`config.mk`:
```
export PLATFORM = sky130hd
export DESIGN_NAME = uart_rx_fifo
export DESIGN_NICKNAME = d
export VERILOG_FILES = /design/src/rtl/uart_rx_fifo.sv
export SDC_FILE = /design/constraint.sdc
export NUM_CORES = 1
export LEC_CHECK = 0
export BUFFER_PORTS_ARGS = -buffer_cell sky130_fd_sc_hd__buf_2
export CAP_MARGIN = 20
export CORE_ASPECT_RATIO = 1.5
export CORE_MARGIN = 3
export CORE_UTILIZATION = 55
export DETAILED_ROUTE_END_ITERATION = 10
export GPL_TIMING_DRIVEN = 0
export PLACE_DENSITY = 0.75
export SYNTH_ARGS = -nofsm -noshare
export SYNTH_HDL_FRONTEND = slang
export SYNTH_SLANG_ARGS = --single-unit
```
`constraint.sdc`:
```
create_clock -name clk -period 2.9 [get_ports clk]
set_input_delay 0.145 -clock clk [delete_from_list [all_inputs] [get_ports clk]]
set_output_delay 0.145 -clock clk [all_outputs]
set_load 0.01 [all_outputs]
```
`src/rtl/uart_rx_fifo.sv`:
```
`default_nettype none
// ============================================================================
// Module      : uart_rx_fifo
// Description : UART receiver (8N1, or 8E1 with UART_RX_PARITY_EN) feeding a
//               show-ahead byte FIFO with sticky overrun/frame/parity flags.
// Revision    : 1.0 - initial release
// ============================================================================
module uart_rx_fifo #(
    parameter int CLKS_PER_BIT = 868,
    parameter int FIFO_DEPTH   = 16
) (
    input  logic                          clk,
    input  logic                          rst,
    input  logic                          uart_rx,
    input  logic                          rd_en,
    input  logic                          clr_err,
    output logic [7:0]                    rd_data,
    output logic                          rx_valid,
    output logic [$clog2(FIFO_DEPTH):0]   rx_count,
    output logic                          overrun,
    output logic                          frame_err,
    output logic                          parity_err
);

    localparam int AW = $clog2(FIFO_DEPTH);
    localparam int CW = $clog2(CLKS_PER_BIT);

    localparam logic [CW-1:0] c_bit_end  = CW'(CLKS_PER_BIT - 1);
    localparam logic [CW-1:0] c_half     = CW'(CLKS_PER_BIT / 2 - 1);
    localparam logic [CW-1:0] c_baud_one = CW'(1);
    localparam logic [AW-1:0] c_ptr_one  = AW'(1);
    localparam logic [AW:0]   c_cnt_one  = (AW+1)'(1);
    localparam logic [AW:0]   c_depth    = (AW+1)'(FIFO_DEPTH);

    typedef enum logic [2:0] {
        S_IDLE   = 3'd0,
        S_START  = 3'd1,
        S_DATA   = 3'd2,
        S_PARITY = 3'd3,
        S_STOP   = 3'd4
    } state_t;

    logic            r_sync1_q, r_sync2_q;
    state_t          r_state_q, w_state_d;
    logic [CW-1:0]   r_baud_q, w_baud_d;
    logic [2:0]      r_bit_q, w_bit_d;
    logic [7:0]      r_shift_q, w_shift_d;
    logic            r_push_q, w_push_d;
    logic [AW-1:0]   r_wptr_q, w_wptr_d;
    logic [AW-1:0]   r_rptr_q, w_rptr_d;
    logic [AW:0]     r_count_q, w_count_d;
    logic            r_overrun_q, w_overrun_d;
    logic            r_frame_err_q, w_frame_err_d;
    logic [7:0]      r_mem_q [FIFO_DEPTH];

    logic            w_frame_evt;
    logic            w_pop, w_wr, w_drop, w_full;

`ifdef UART_RX_PARITY_EN
    logic            r_par_bad_q, w_par_bad_d;
    logic            r_parity_err_q, w_parity_err_d;
    logic            w_par_evt;
`endif

    // Receive framing FSM; runs only on the synchronised line.
    always_comb begin
        w_state_d   = r_state_q;
        w_baud_d    = r_baud_q + c_baud_one;
        w_bit_d     = r_bit_q;
        w_shift_d   = r_shift_q;
        w_push_d    = 1'b0;
        w_frame_evt = 1'b0;
`ifdef UART_RX_PARITY_EN
        w_par_bad_d = r_par_bad_q;
        w_par_evt   = 1'b0;
`endif
        case (r_state_q)
            S_IDLE: begin
                w_baud_d = '0;
                w_bit_d  = '0;
`ifdef UART_RX_PARITY_EN
                w_par_bad_d = 1'b0;
`endif
                if (!r_sync2_q) w_state_d = S_START;
            end
            S_START: begin
                if (r_baud_q == c_half) begin
                    w_baud_d  = '0;
                    w_state_d = r_sync2_q ? S_IDLE : S_DATA;
                end
            end
            S_DATA: begin
                if (r_baud_q == c_bit_end) begin
                    w_baud_d  = '0;
                    w_shift_d = {r_sync2_q, r_shift_q[7:1]};
                    w_bit_d   = r_bit_q + 3'd1;
                    if (r_bit_q == 3'd7) begin
`ifdef UART_RX_PARITY_EN
                        w_state_d = S_PARITY;
`else
                        w_state_d = S_STOP;
`endif
                    end
                end
            end
`ifdef UART_RX_PARITY_EN
            S_PARITY: begin
                if (r_baud_q == c_bit_end) begin
                    w_baud_d    = '0;
                    w_state_d   = S_STOP;
                    w_par_bad_d = (r_sync2_q != ^r_shift_q);
                    w_par_evt   = (r_sync2_q != ^r_shift_q);
                end
            end
`endif
            S_STOP: begin
                if (r_baud_q == c_bit_end) begin
                    w_baud_d  = '0;
                    w_state_d = S_IDLE;
                    if (!r_sync2_q) begin
                        w_frame_evt = 1'b1;
`ifdef UART_RX_PARITY_EN
                    end else if (!r_par_bad_q) begin
`else
                    end else begin
`endif
                        w_push_d = 1'b1;
                    end
                end
            end
            default: begin
                w_state_d = S_IDLE;
                w_baud_d  = '0;
            end
        endcase
    end

    // A push into a full FIFO succeeds only when a pop frees a slot this cycle.
    always_comb begin
        w_full    = (r_count_q == c_depth);
        w_pop     = rd_en && (r_count_q != '0);
        w_wr      = r_push_q && (!w_full || w_pop);
        w_drop    = r_push_q && w_full && !w_pop;
        w_wptr_d  = w_wr  ? r_wptr_q + c_ptr_one : r_wptr_q;
        w_rptr_d  = w_pop ? r_rptr_q + c_ptr_one : r_rptr_q;
        w_count_d = r_count_q;
        if (w_wr && !w_pop)      w_count_d = r_count_q + c_cnt_one;
        else if (!w_wr && w_pop) w_count_d = r_count_q - c_cnt_one;
        w_overrun_d   = (r_overrun_q   && !clr_err) || w_drop;
        w_frame_err_d = (r_frame_err_q && !clr_err) || w_frame_evt;
`ifdef UART_RX_PARITY_EN
        w_parity_err_d = (r_parity_err_q && !clr_err) || w_par_evt;
`endif
    end

    always_ff @(posedge clk) begin
        if (!rst) begin
            r_sync1_q     <= 1'b1;
            r_sync2_q     <= 1'b1;
            r_state_q     <= S_IDLE;
            r_baud_q      <= '0;
            r_bit_q       <= '0;
            r_shift_q     <= '0;
            r_push_q      <= 1'b0;
            r_wptr_q      <= '0;
            r_rptr_q      <= '0;
            r_count_q     <= '0;
            r_overrun_q   <= 1'b0;
            r_frame_err_q <= 1'b0;
`ifdef UART_RX_PARITY_EN
            r_par_bad_q    <= 1'b0;
            r_parity_err_q <= 1'b0;
`endif
        end else begin
            r_sync1_q     <= uart_rx;
            r_sync2_q     <= r_sync1_q;
            r_state_q     <= w_state_d;
            r_baud_q      <= w_baud_d;
            r_bit_q       <= w_bit_d;
            r_shift_q     <= w_shift_d;
            r_push_q      <= w_push_d;
            r_wptr_q      <= w_wptr_d;
            r_rptr_q      <= w_rptr_d;
            r_count_q     <= w_count_d;
            r_overrun_q   <= w_overrun_d;
            r_frame_err_q <= w_frame_err_d;
`ifdef UART_RX_PARITY_EN
            r_par_bad_q    <= w_par_bad_d;
            r_parity_err_q <= w_parity_err_d;
`endif
        end
    end

    // Storage is intentionally left unreset.
    always_ff @(posedge clk) begin
        if (rst && w_wr) r_mem_q[r_wptr_q] <= r_shift_q;
    end

    assign rd_data   = r_mem_q[r_rptr_q];
    assign rx_valid  = (r_count_q != '0);
    assign rx_count  = r_count_q;
    assign overrun   = r_overrun_q;
    assign frame_err = r_frame_err_q;
`ifdef UART_RX_PARITY_EN
    assign parity_err = r_parity_err_q;
`else
    assign parity_err = 1'b0;
`endif

endmodule
`default_nettype wire

```
Yosys cells after proc, flatten, opt, wreduce, memory -nomap -nowiden
Memories as Yosys holds them, arrays and structs flattened. A register that Yosys moved wholly into a read port is not among the register bits.
Cells that the tools add are included.
Operators by class
  add/subtract/negate cells: 6
  multipliers: 0
  div/mod/pow operators: 0
  order comparisons: 0
  equality and inequality tests: 12
  shift-type cells: 0
  muxes and demuxes: 22
  bitwise logic cells: 0
  reductions and logical operators: 25
Operators by type and width (number)
  10-bit two-way mux: 2
  10-bit one-hot mux with 2 select lines: 1
  3-bit two-way mux: 6
  3-bit one-hot mux with 4 select lines: 1
  10-bit by 1-bit adder with 10-bit output (second input constant): 1
  10-bit equality test (second input constant): 1
  10-bit by 9-bit equality test with 1-bit output (second input constant): 1
  5-bit two-way mux: 2
  2-bit inequality test (second input constant): 5
  1-bit logical AND: 9
  4-bit by 1-bit adder with 4-bit output (second input constant): 2
  4-bit two-way mux: 2
  3-bit equality test (second input constant): 2
  1-bit two-way mux: 6
  3-bit one-hot mux with 2 select lines: 1
  5-bit by 1-bit adder with 5-bit output (second input constant): 1
  5-bit equality test (second input constant): 1
  5-bit AND reduction: 1
  5-bit nonzero test: 1
  5-bit by 1-bit subtractor with 5-bit output (second input constant): 1
  1-bit logical NOT: 4
  2-bit AND reduction: 2
  2-bit nonzero test: 2
  3-bit by 1-bit adder with 3-bit output (second input constant): 1
  other kinds (7): 9
Storage, ports and cells
  register bits after elaboration: 42
  bits in latches: 0
  RAM bits: 128
  bits in read-only memories: 0
  bits of input ports: 5
  output and inout bits: 17
  word-level logic and storage cells: 78
  memories: 1
Memory list
  r_mem_q: depth 16, bits a word 8, rd ports 1, clocked after memory_dff 1, wr ports 1, RTL line 54  | logic [7:0] r_mem_q [FIFO_DEPTH];

Logic depth before layout (Yosys ltp)
Gate-level depths: netlist of the first run.
  word-level depth: 8
  mapped depth: 11
  mapped depth without buffers: 11

Worst setup path before layout of the first run
OpenSTA, ideal clock, no wires.
  kind: register to register
  start point: register r_count_q[0] (netlist: rx_count[0])
  end point: register r_count_q[4] (netlist: rx_count[4])
  library setup time: 0.073 ns
  arrival: 2.685 ns
  required time: 2.827 ns
  setup slack: 0.142 ns
  cell stages (with the launch flop): 12
  buffers on the path: 0
  period minus slack after synthesis: 2.758 ns
  cell sequence: dfxtp_1 -> or4_1 -> o21a_1 -> inv_2 -> ha_1 -> inv_1 -> fa_1 -> a21o_1 -> a21oi_1 -> xnor2_1 -> or3_1 -> a21oi_1
On the way
  longest elaborated chain between the ends: 7
  elaborated cells on any way between the ends: 15
  those cells by class: add/sub: 2; eq/ne: 1; mux: 2; reduce/logical: 10
RTL lines
  from (decl): RTL line 51  | logic [AW:0] r_count_q, w_count_d;
  from (signal assigned): RTL line 184  | r_count_q <= w_count_d;
  parallel branches: the longest is 7 deep, another holds 5-bit by 1-bit subtractor with 5-bit output
Several ways; the timed one is not identified. The select of a mux whose other input is x is not followed.
A chain may end at the register's enable or synchronous reset.

Worst setup path after layout of the first run
Same ends and word-level chain as after synthesis.

==> results of run 1 <==
## layout make-up
type | instances | area (µm²) | area share
Multi-Input combinational cell | 232 | 2090 | 0.262
Tap cell | 153 | 191 | 0.0240
Clock buffer | 17 | 425 | 0.0534
Sequential cell | 174 | 4770 | 0.598
Buffer | 17 | 93.8 | 0.0118
Inverter | 9 | 33.8 | 0.00424
Timing Repair Buffer | 24 | 138 | 0.0173
Clock inverter | 15 | 234 | 0.0293
## cells by family (layout without fill, tap and decap cells)
| family | after synthesis | after routing | synth area share |
|---|---|---|---|
| mux | 41 | 41 | 0.131 |
| simple gates | 124 | 124 | 0.0878 |
| other cells | 1 | 1 | 0.000539 |
| fa+ha+maj | 14 | 14 | 0.0263 |
| buf+inv | 26 | 82 | 0.0173 |
| compound gates | 35 | 35 | 0.0308 |
| flops | 174 | 174 | 0.685 |
| xor+xnor | 17 | 17 | 0.0214 |
## how the worst max path moves through the flow
stage	startpoint	end	cells after the start
4_1_cts	register	rd_data[2]	5
5_1_grt	rx_count[0]	rx_count[4]	11
3_5_place_dp	rx_count[0]	rx_count[4]	10
2_1_floorplan	rx_count[0]	rx_count[4]	11
6_report	rx_count[0]	rx_count[4]	11
3_3_place_gp	rx_count[0]	rx_count[4]	10
## layer usage
layer	global-route usage	vias to the layer above
met5	0	-
met4	0.0802	0
met3	0.0447	22
met2	0.380	120
met1	0.229	1886
li1	-	1736
## sequential cells by signal, indices dropped and copies added (netlist names), named ones only
name and count:
r_sync2_q 1, r_push_q 1, r_baud_q 10, r_mem_q 128, r_wptr_q 4, r_shift_q 8, overrun 1, r_rptr_q 4
rx_count 5, r_sync1_q 1, r_bit_q 3, r_state_q 3, frame_err 1
## metrics by stage
step	TNS, ps	instance area (µm²)	total power, mW	std cells
floorplan	0	6960	3.53	432
global placement	-44.9	7250	3.78	605
detailed placement	-178	7250	3.82	605
CTS	0	7960	6.32	641
global route	0	7970	6.52	641
finish	0	7970	6.28	641
## worst register-to-register path, cell delays in order, from the launching register on
cell	delay, ps
dfxtp_2	370
or4_1	540
o21a_1	210
inv_2	80
ha_1	200
inv_2	80
fa_2	350
a21o_1	210
a21oi_2	150
xnor2_1	80
or3_1	310
a21oi_1	140
## power groups by stage
stage	combinational (mW)	sequential [mW]	clock (mW)
6_report	1.03	2.75	2.49
2_1_floorplan	0.733	2.80	0
3_3_place_gp	0.984	2.80	0
5_1_grt	1.13	2.76	2.63
3_5_place_dp	1.02	2.80	0
4_1_cts	1.04	2.75	2.52
## repair_timing
| item | in CTS | in global routing |
|---|---|---|
| gates cloned | 0 | 0 |
| endpoints found under the setup margin | 1 | 8 |
| gates resized for setup | 5 | 6 |
| hold endpoints to repair | 2 | 0 |
| hold buffers | 3 | 0 |
| setup buffers | 1 | 0 |
## placed cells by master (no fill, tap or decap), types with 4 or more instances in the layout
cell type / synthesis / layout
inv_1: 7 / 6
nand2_1: 30 / 30
inv_6: 0 / 4
nor3_1: 4 / 4
buf_2: 3 / 20
bufinv_16: 0 / 5
nand3_1: 11 / 11
nand2b_1: 6 / 6
nor2_1: 49 / 49
edfxtp_1: 128 / 128
mux4_2: 40 / 40
clkbuf_16: 0 / 17
a21oi_1: 19 / 18
nand4_1: 4 / 4
ha_1: 13 / 13
dfxtp_1: 46 / 44
clkbuf_1: 9 / 9
xnor2_1: 10 / 10
xor2_1: 7 / 7
==> results by group, run 1 <==
Status
  – Status: complete, no violations

Critical path
  – Crit-path leading delay family: simple AND/OR/NAND/NOR gates
  – WP data arrival: 3130 ps
  – R2R setup slack: between 100 and 150 ps
  – WP data required: roughly 3200 ps
  – Crit Path Class: register to register
  – R2R depth: 11
  – Worst Path Buf+Inv: 2
  – Crit path cell chain: or4_1 > o21a_1 > inv_2 > ha_1 > inv_2 > fa_2 > a21o_1 > a21oi_2 > xnor2_1 > or3_1 > a21oi_1
  – Most used cell, CP: inv_2
  – Maximum fanout along the worst path: 6
  – Slowest-stage cell, CP: or4_1
  – Slowest stage delay, CP: between 500 and 600 ps
  – RR Startpoint: rx_count[0]
  – Crit path launch type: register
  – CP Capture Type: register
  – Worst R2R End: rx_count[4]

Die
  – Die X: between 90 and 100 µm
  – Die Height: 144 µm
  – I/O pins: 22
  – Die area: approximately 14000 µm²
  – Initial Util: 0.570
  – Core ar.: 12200 µm²
  – Site row count: 49

Global routing
  – Overall Global Routing Usage: 0.205
  – Largest net degree at the start of global routing: 19
  – GR Overflow Total: 0
  – Vias in the first global route: just under 4000
  – Initial antenna violation count: 0
  – Global-route wire length before repair: 21.2 mm

Logic synthesis
  – Syn Inst Count: between 400 and 500
  – Yosys Warn Count: 0
  – Post-synth EDFFs: approximately 130
  – Count of different cell masters after synthesis: a little under 50
  – Post-synth ARST share: 0
  – Top cells by area, synth: edfxtp_1 (55%), dfxtp_1 (13%), mux4_2 (13%)
  – Synth area leader: edfxtp_1
  – Avg Inst Size Synth: about 16 µm²
  – Synthesized area: 6960 µm²
  – Top FF cell, synth: edfxtp_1
  – Top cells by count, synth: edfxtp_1 (128), nor2_1 (49), dfxtp_1 (46)
  – Share of the synthesized area in the top cell type: 0.553
  – Synthesized flop and latch total: 174
  – Sequential area share after synthesis: 0.685
  – Syn_nets: roughly 450
  – Most frequent cell after synthesis: edfxtp_1

Routing
  – Total Wirelength: 13.3 mm
  – Routed via count: about 3800
  – Highest Signal Layer: met4
  – Routed length per instance: 20.7 µm
  – Antenna viol nets, final: 0
  – Post-DR vias/cell: slightly below 6
  – Routed met1 length: roughly 5 mm
  – DRC violations left: 0
  – Met3 routed WL: 513 µm
  – Met2 wire length: between 7 and 8 mm
  – Pre-antenna DRT Iters: 5
  – DRT iter0 DRCs: ~240

Layout
  – Final-stage net count: a little under 500
  – # fillers: 833
  – Area grow syn2layout: 14.6%
  – Final core utilization: 0.653
  – Layout cell share with drive strength beyond 1: 0.236
  – ANT cells: 0

Clock network
  – Clock Latency Late Sink: 420 ps
  – Max H-tree Level: 4
  – CTS Buffer Depth: 2
  – # clock sinks: approximately 170
  – TritonCTS buffer count: 17
  – Root Buffer: clkbuf_16
  – Worst-path clk slew: about 60 ps
  – CTS tree: built

Min path
  – Hold Path Depth: 3
  – Hold path start: clr_err
  – Hold Path End: overrun
  – Worst Hold Class: input pin to register

STA
  – Worst Max-Slew Pin Slew: 972 ps
  – Unrepaired setup endpoints after global routing: false
  – Min Tclk post-route: 2790 ps
  – Final period utilization: 0.963
  – Endpoints failing setup: 0
  – Final setup margin: roughly 110 ps
  – Final-report hold violation count: 0
  – Pins Over Slew Limit: 0
  – Final worst clock skew: 7.35 ps
  – Fin Hold WS: ~19 ps
  – Relative slew slack: 0.350
  – Achievable Freq: 0.358 GHz

Place
  – Setup WS pre-CTS: -178 ps
  – Final Wtd Congestion: 0.812
  – PortBufs: 20
  – Detailed-placement wirelength estimate: around 8.7 mm

Power
  – Pwr Density: about 800 nW/µm²
  – Internal power component: 4.77 mW
  – Clock power share: 0.397
  – VDD IR-drop max: 0.545 mV
  – Leakage: roughly 2.6 nW
  – Switching part of the total: 0.240
  – Psw: roughly 1.5 mW
  – Combinational Power Share: 0.164
  – Sequential power share: 0.439

Flow run
  – Max Cap Viol: 0
Power figures use the tool's default switching activity.
==> run 2, diff against run 1 <==
--- a/config.mk
+++ b/config.mk
@@ -12,7 +12,9 @@
 export CORE_UTILIZATION = 55
 export DETAILED_ROUTE_END_ITERATION = 10
 export GPL_TIMING_DRIVEN = 0
-export PLACE_DENSITY = 0.75
+export HOLD_SLACK_MARGIN = 0.05
+export PLACE_DENSITY = 0.78
 export SYNTH_ARGS = -nofsm -noshare
 export SYNTH_HDL_FRONTEND = slang
 export SYNTH_SLANG_ARGS = --single-unit
+export TNS_END_PERCENT = 20
==> run 2 against run 1 <==
Wire length is 0.42% higher; die area stayed put; sequential power hardly changed; worst hold slack better by 220 ps; total power is 5.7% lower; utilization is 0.56 points lower; largest cell class unchanged; register-to-register slack better by 60 ps; clock power is 15% lower; sequential cell count stayed put; clock skew is 4.6 ps higher; critical path type unchanged.
==> results by group, run 2 (synthesis gave the netlist of run 1 again) <==
Status
  – Status: complete, no violations

Power
  – VDD IR-drop max: 0.592 mV (+8.7%)
  – Leakage: 2.59 nW (-0.76%)
  – Pwr Density: 749 nW/µm² (-4.9%)

Clock network
  – CTS Buffer Depth: 2 (unchanged)
  – Worst-path clk slew: 60 ps (about the same)
  – Clock Latency Late Sink: 420 ps (about the same)
  – CTS tree: built
  – Root Buffer: clkbuf_16
  – TritonCTS buffer count: 17 (unchanged)
  – Max H-tree Level: 4 (unchanged)
  – # clock sinks: 174 (unchanged)

Layout
  – Largest reg by FF count: r_mem_q
  – Area of the multi-input gates: 2100 µm² (+0.60%)
  – Final Cell Area: 7900 µm² (-0.86%)
  – Layout Cells excl Fill: 642 (+0.16%)
  – Final-stage net count: 495 (+0.20%)
  – Max reg flops: 128 (unchanged)
  – Commonest non-fill, non-tap cell in the layout: edfxtp_1
  – FF/Latch Area: 4770 µm² (about the same)
  – Most frequent cells in the layout: edfxtp_1 (128), nor2_1 (49), dfxtp_1 (44), mux4_2 (40), nand2_1 (30)
  – # fillers: 831 (-0.24%)
  – Layout cell share with drive strength beyond 1: 0.235 (-0.000482)
  – Area grow syn2layout: 13.6%
  – ANT cells: 0 (unchanged)
  – Biggest regs: r_mem_q (128), r_baud_q (10), r_shift_q (8)

Global routing
  – Initial antenna violation count: 0 (unchanged)
  – Overall Global Routing Usage: 0.204 (-0.000736)
  – Largest net degree at the start of global routing: 19 (unchanged)
  – Global-route wire length before repair: 21.3 mm (+0.52%)
  – Vias in the first global route: 3843 (-0.26%)
  – GR Overflow Total: 0 (unchanged)

STA
  – Final-report hold violation count: 0 (unchanged)
  – Endpoints failing setup: 0 (unchanged)
  – Fin Hold WS: 241 ps (+222 ps)
  – Final period utilization: 0.943 (-0.0205)
  – Final setup margin: 166 ps (+59.5 ps)
  – Min Tclk post-route: 2730 ps (-59.5 ps)
  – Pins Over Slew Limit: 0 (unchanged)
  – Relative slew slack: 0.379 (+0.0291)
  – Achievable Freq: 0.366 GHz (+2.2%)
  – Unrepaired setup endpoints after global routing: false
  – Worst Max-Slew Pin Slew: 928 ps (-43.5 ps)
  – Final worst clock skew: 11.9 ps (+4.56 ps)
  – Total negative slack: 0 ps (unchanged)

Critical path
  – Maximum fanout along the worst path: 6 (unchanged)
  – RR Startpoint: rx_count[0]
  – Worst Path Buf+Inv: 2 (unchanged)
  – Slowest stage delay, CP: 520 ps (-20 ps)
  – WP data arrival: 3080 ps (-50 ps)
  – Slowest-stage cell, CP: or4_1
  – Crit Path Class: register to register
  – CP Capture Type: register
  – Worst R2R End: rx_count[4]
  – Most used cell, CP: inv_2
  – Crit path cell chain: or4_1 > o21a_1 > inv_2 > ha_4 > inv_2 > fa_2 > a21o_1 > a21oi_2 > xnor2_1 > or3_1 > a21oi_1
  – R2R setup slack: 170 ps (+60 ps)
  – R2R depth: 11 (unchanged)
  – WP data required: 3250 ps (about the same)
  – Crit path launch type: register
  – Crit-path leading delay family: simple AND/OR/NAND/NOR gates

Routing
  – Pre-antenna DRT Iters: 5 (unchanged)
  – Routed via count: 3813 (+1.3%)
  – Antenna viol nets, final: 0 (unchanged)
  – DRC violations left: 0 (unchanged)
  – Post-DR vias/cell: 5.94 (+1.1%)
  – Routed length per instance: 20.8 µm (+0.27%)
  – DRT iter0 DRCs: 381 (+61%)
  – Total Wirelength: 13.3 mm (+0.42%)

Place
  – Placed Area: 7250 µm² (unchanged)
  – Detailed-placement wirelength estimate: 8.59 mm (-0.99%)
  – Setup WS pre-CTS: -153 ps (+25.0 ps)
  – PortBufs: 20 (unchanged)
  – Placed cells: 605 (unchanged)
  – Final Wtd Congestion: 0.802 (-1.2%)

Die
  – I/O pins: 22 (unchanged)
  – Initial Util: 0.570 (unchanged)
  – Die X: 97.8 µm (unchanged)
  – Die Height: 144 µm (unchanged)
  – Core ar.: 12200 µm² (unchanged)
  – Site row count: 49 (unchanged)
  – Die area: 14100 µm² (unchanged)

Min path
  – Hold Path End: r_rptr_q[1]
  – Hold Path Depth: 5 (+2)
  – Hold path start: rd_en
  – Worst Hold Class: input pin to register

Flow run
  – Max Cap Viol: 0 (unchanged)
==> run 2: cell count changes in the layout (fill, tap and decap cells not counted), moves of 2 or more <==
cell / change
bufinv_16: -5
inv_4: +4
inv_6: -3
buf_4: +2
clkbuf_4: -2
clkbuf_8: +2
clkinv_2: +2
clkinvlp_4: -2
dlygate4sd3_1: +2
==> run 2: through the flow <==
| step | util | total power, mW |
|---|---|---|
| 2_1_floorplan | - | 3.53 |
| 3_3_place_gp | 0.594 | 3.76 |
| 3_5_place_dp | 0.594 | 3.79 |
| 4_1_cts | 0.646 | 5.94 |
| 5_1_grt | 0.648 | 6.15 |
| 6_report | 0.648 | 5.92 |
==> run 2: worst min-delay path: cells and delay by family <==
family / cells / cell delay, ps
and+or+nand+nor: 1 / 60
buffers and inverters: 2 / 160
AOI/OAI and AO/OA: 2 / 240
==> run 2: what timing repair did <==
item                       in CTS  in global routing
gates resized for setup         6                  8
setup buffers                   1                  0
hold buffers                    5                  0
setup endpoints to repair       4                  9
hold endpoints to repair        3                  0
==> run 2: power by group <==
group | leakage, nW | switching [mW] | internal (mW) | total [mW]
logic | 0.754 | 0.485 | 0.542 | 1.03
clock network | 0.280 | 0.924 | 1.20 | 2.12
registers | 1.56 | 0.0805 | 2.69 | 2.77
total | 2.59 | 1.49 | 4.43 | 5.92
==> run 2: how the worst max path moves through the flow <==
stage	from	to	cells after the start
after global routing	rx_count[0]	rx_count[4]	11
after floorplan	rx_count[0]	rx_count[4]	11
after CTS	register	rd_data[4]	5
after global placement	rx_count[0]	rx_count[4]	10
final	rx_count[0]	rx_count[4]	11
after detailed placement	rx_count[0]	rx_count[4]	10
==> run 2: layer usage <==
layer / routed length (µm) / global-route usage / vias to the layer above / part of all wire
met5: 0 / 0 / - / 0
met4: 334 / 0.0700 / 0 / 0.025
met3: 716 / 0.0500 / 27 / 0.054
met2: 7480 / 0.376 / 138 / 0.56
met1: 4790 / 0.232 / 1913 / 0.36
li1: - / - / 1735 / -
==> run 2: layout make-up <==
cell class | count | area share
Clock inverter | 11 | 0.00981
Multi-Input combinational cell | 232 | 0.266
Tap cell | 153 | 0.0242
Sequential cell | 174 | 0.603
Buffer | 16 | 0.0114
Timing Repair Buffer | 26 | 0.0199
Clock buffer | 21 | 0.0609
Inverter | 9 | 0.00427
==> run 3, diff against run 2 <==
--- a/config.mk
+++ b/config.mk
@@ -9,11 +9,12 @@
 export CAP_MARGIN = 20
 export CORE_ASPECT_RATIO = 1.5
 export CORE_MARGIN = 3
-export CORE_UTILIZATION = 55
+export CORE_UTILIZATION = 35
 export DETAILED_ROUTE_END_ITERATION = 10
 export GPL_TIMING_DRIVEN = 0
 export HOLD_SLACK_MARGIN = 0.05
-export PLACE_DENSITY = 0.78
+export PLACE_DENSITY = 0.55
+export SKIP_CTS_REPAIR_TIMING = 1
 export SYNTH_ARGS = -nofsm -noshare
 export SYNTH_HDL_FRONTEND = slang
 export SYNTH_SLANG_ARGS = --single-unit
==> run 3 against run 2 <==
Count of clock-buffer cells in the layout fell by 4; highest routed layer unchanged; worst hold slack worse by 170 ps; utilization shrank 23 points.
==> results by group, run 3 (synthesis gave the netlist of run 1 again) <==
Layout
  – Final-stage net count: 494 (-0.20%)
  – Largest reg by FF count: r_mem_q
  – Layout Cells excl Fill: 744 (+16%)
  – ANT cells: 0 (unchanged)
  – Commonest non-fill, non-tap cell in the layout: edfxtp_1
  – Most frequent cells in the layout: edfxtp_1 (128), nor2_1 (49), dfxtp_1 (44), mux4_2 (40), nand2_1 (30)
  – Biggest regs: r_mem_q (128), r_baud_q (10), r_shift_q (8)
  – Final Cell Area: 8020 µm² (+1.5%)
  – # fillers: 1733 (+110%)
  – Layout cell share with drive strength beyond 1: 0.240 (+0.00458)
  – Max reg flops: 128 (unchanged)
  – Final core utilization: 0.415 (-0.233)
  – Area grow syn2layout: 15.3%

Place
  – Setup WS pre-CTS: -110 ps (+43.0 ps)
  – Final Wtd Congestion: 0.760 (-5.3%)
  – Placed Area: 7380 µm² (+1.8%)
  – Placed cells: 708 (+17%)
  – Detailed-placement wirelength estimate: 9.61 mm (+12%)
  – PortBufs: 20 (unchanged)

STA
  – Final-report hold violation count: 0 (unchanged)
  – Worst Max-Slew Pin Slew: 866 ps (-62.3 ps)
  – Final setup margin: 133 ps (-33.0 ps)
  – Endpoints failing setup: 0 (unchanged)
  – Relative slew slack: 0.421 (+0.0417)
  – Achievable Freq: 0.361 GHz (-1.2%)
  – Final worst clock skew: 11.0 ps (-0.941 ps)
  – Min Tclk post-route: 2770 ps (+33.0 ps)
  – Total negative slack: 0 ps (unchanged)
  – Final period utilization: 0.954 (+0.0114)
  – Unrepaired setup endpoints after global routing: false
  – Pins Over Slew Limit: 0 (unchanged)
  – Fin Hold WS: 72.7 ps (-168 ps)

Global routing
  – Largest net degree at the start of global routing: 19 (unchanged)
  – Initial antenna violation count: 0 (unchanged)
  – Overall Global Routing Usage: 0.137 (-0.0679)
  – Vias in the first global route: 3910 (+1.7%)
  – Global-route wire length before repair: 21.8 mm (+2.6%)
  – GR Overflow Total: 0 (unchanged)

Clock network
  – TritonCTS buffer count: 17 (unchanged)
  – Root Buffer: clkbuf_16
  – Max H-tree Level: 4 (unchanged)
  – CTS Buffer Depth: 2 (unchanged)
  – CTS tree: built
  – Clock Latency Late Sink: 420 ps (about the same)
  – # clock sinks: 174 (unchanged)
  – Worst-path clk slew: 70 ps (about the same)

Routing
  – Routed via count: 3701 (-2.9%)
  – Routed length per instance: 18.7 µm (-9.7%)
  – Antenna viol nets, final: 0 (unchanged)
  – DRT iter0 DRCs: 235 (-38%)
  – Routed met1 length: 5.54 mm (+16%)
  – Total Wirelength: 13.9 mm (+4.7%)
  – DRC violations left: 0 (unchanged)
  – Met2 wire length: 7.71 mm (+3.1%)
  – Met3 routed WL: 376 µm (-47%)
  – Pre-antenna DRT Iters: 4 (-1)
  – Post-DR vias/cell: 4.97 (-16%)
  – Highest Signal Layer: met4

Power
  – Power, Total: 5.99 mW (+1.2%)
  – VDD IR-drop max: 0.504 mV (-15%)
  – Pwr Density: 746 nW/µm² (-0.31%)
  – Leakage: 2.58 nW (-0.54%)

Critical path
  – Most used cell, CP: inv_2
  – Crit Path Class: register to register
  – Maximum fanout along the worst path: 6 (unchanged)
  – Crit path cell chain: or4_1 > o21a_2 > inv_2 > ha_2 > inv_2 > fa_2 > a21o_1 > a21oi_2 > xnor2_1 > or3_1 > a21oi_1
  – Crit path launch type: register
  – CP Capture Type: register
  – Slowest stage delay, CP: 520 ps (about the same)
  – WP data arrival: 3110 ps (+30 ps)
  – WP data required: 3250 ps (about the same)
  – Slowest-stage cell, CP: or4_1

Die
  – Die X: 121 µm (+24%)
  – Initial Util: 0.360 (-0.210)
  – Die Height: 179 µm (+24%)
  – Core ar.: 19300 µm² (+58%)
  – I/O pins: 22 (unchanged)
  – Site row count: 62 (+27%)
  – Die area: 21600 µm² (+54%)

Min path
  – Worst Hold Class: input pin to register

Status
  – Status: complete, no violations

Flow run
  – Max Cap Viol: 0 (unchanged)
## run 3: layer usage
layer | GRT usage | up-vias
met5 | 0 | -
met4 | 0.0539 | 0
met3 | 0.0230 | 18
met2 | 0.251 | 63
met1 | 0.157 | 1886
li1 | - | 1734
## run 3: layout make-up
class	instances	area, µm²	share of cell area
multi-input combinational	232	2090	0.261
clock inverter	15	141	0.0176
tap	256	320	0.0399
buffer	16	90.1	0.0112
timing repair buffer	25	148	0.0184
sequential	174	4770	0.595
clock buffer	17	425	0.0530
inverter	9	33.8	0.00421
## run 3: power breakdown
part           switching, mW  leakage [nW]  total, mW  internal, mW
logic                  0.494         0.746       1.04         0.541
registers             0.0861          1.56       2.77          2.69
clock network           1.03         0.274       2.18          1.15
## run 3: final timing paths
| kind | slack [ps] | startpoint | cells past startpoint | end |
|---|---|---|---|---|
| min reg2reg | 420 | r_sync1_q | 1 | r_sync2_q |
| min | 70 | rd_en | 4 | overrun |
| max | 130 | rx_count[0] | 11 | rx_count[4] |
| max reg2reg | 130 | rx_count[0] | 11 | rx_count[4] |
## run 3: critical path, delay by kind of cell (launching register included)
| family | cells | cell delay [ps] |
|---|---|---|
| XOR/XNOR | 1 | 80 |
| adder cells (fa/ha/maj) | 2 | 550 |
| buffers and inverters | 2 | 150 |
| AND/OR/NAND/NOR | 2 | 820 |
| AO/OA/AOI/OAI | 4 | 740 |
| flip-flops | 1 | 370 |
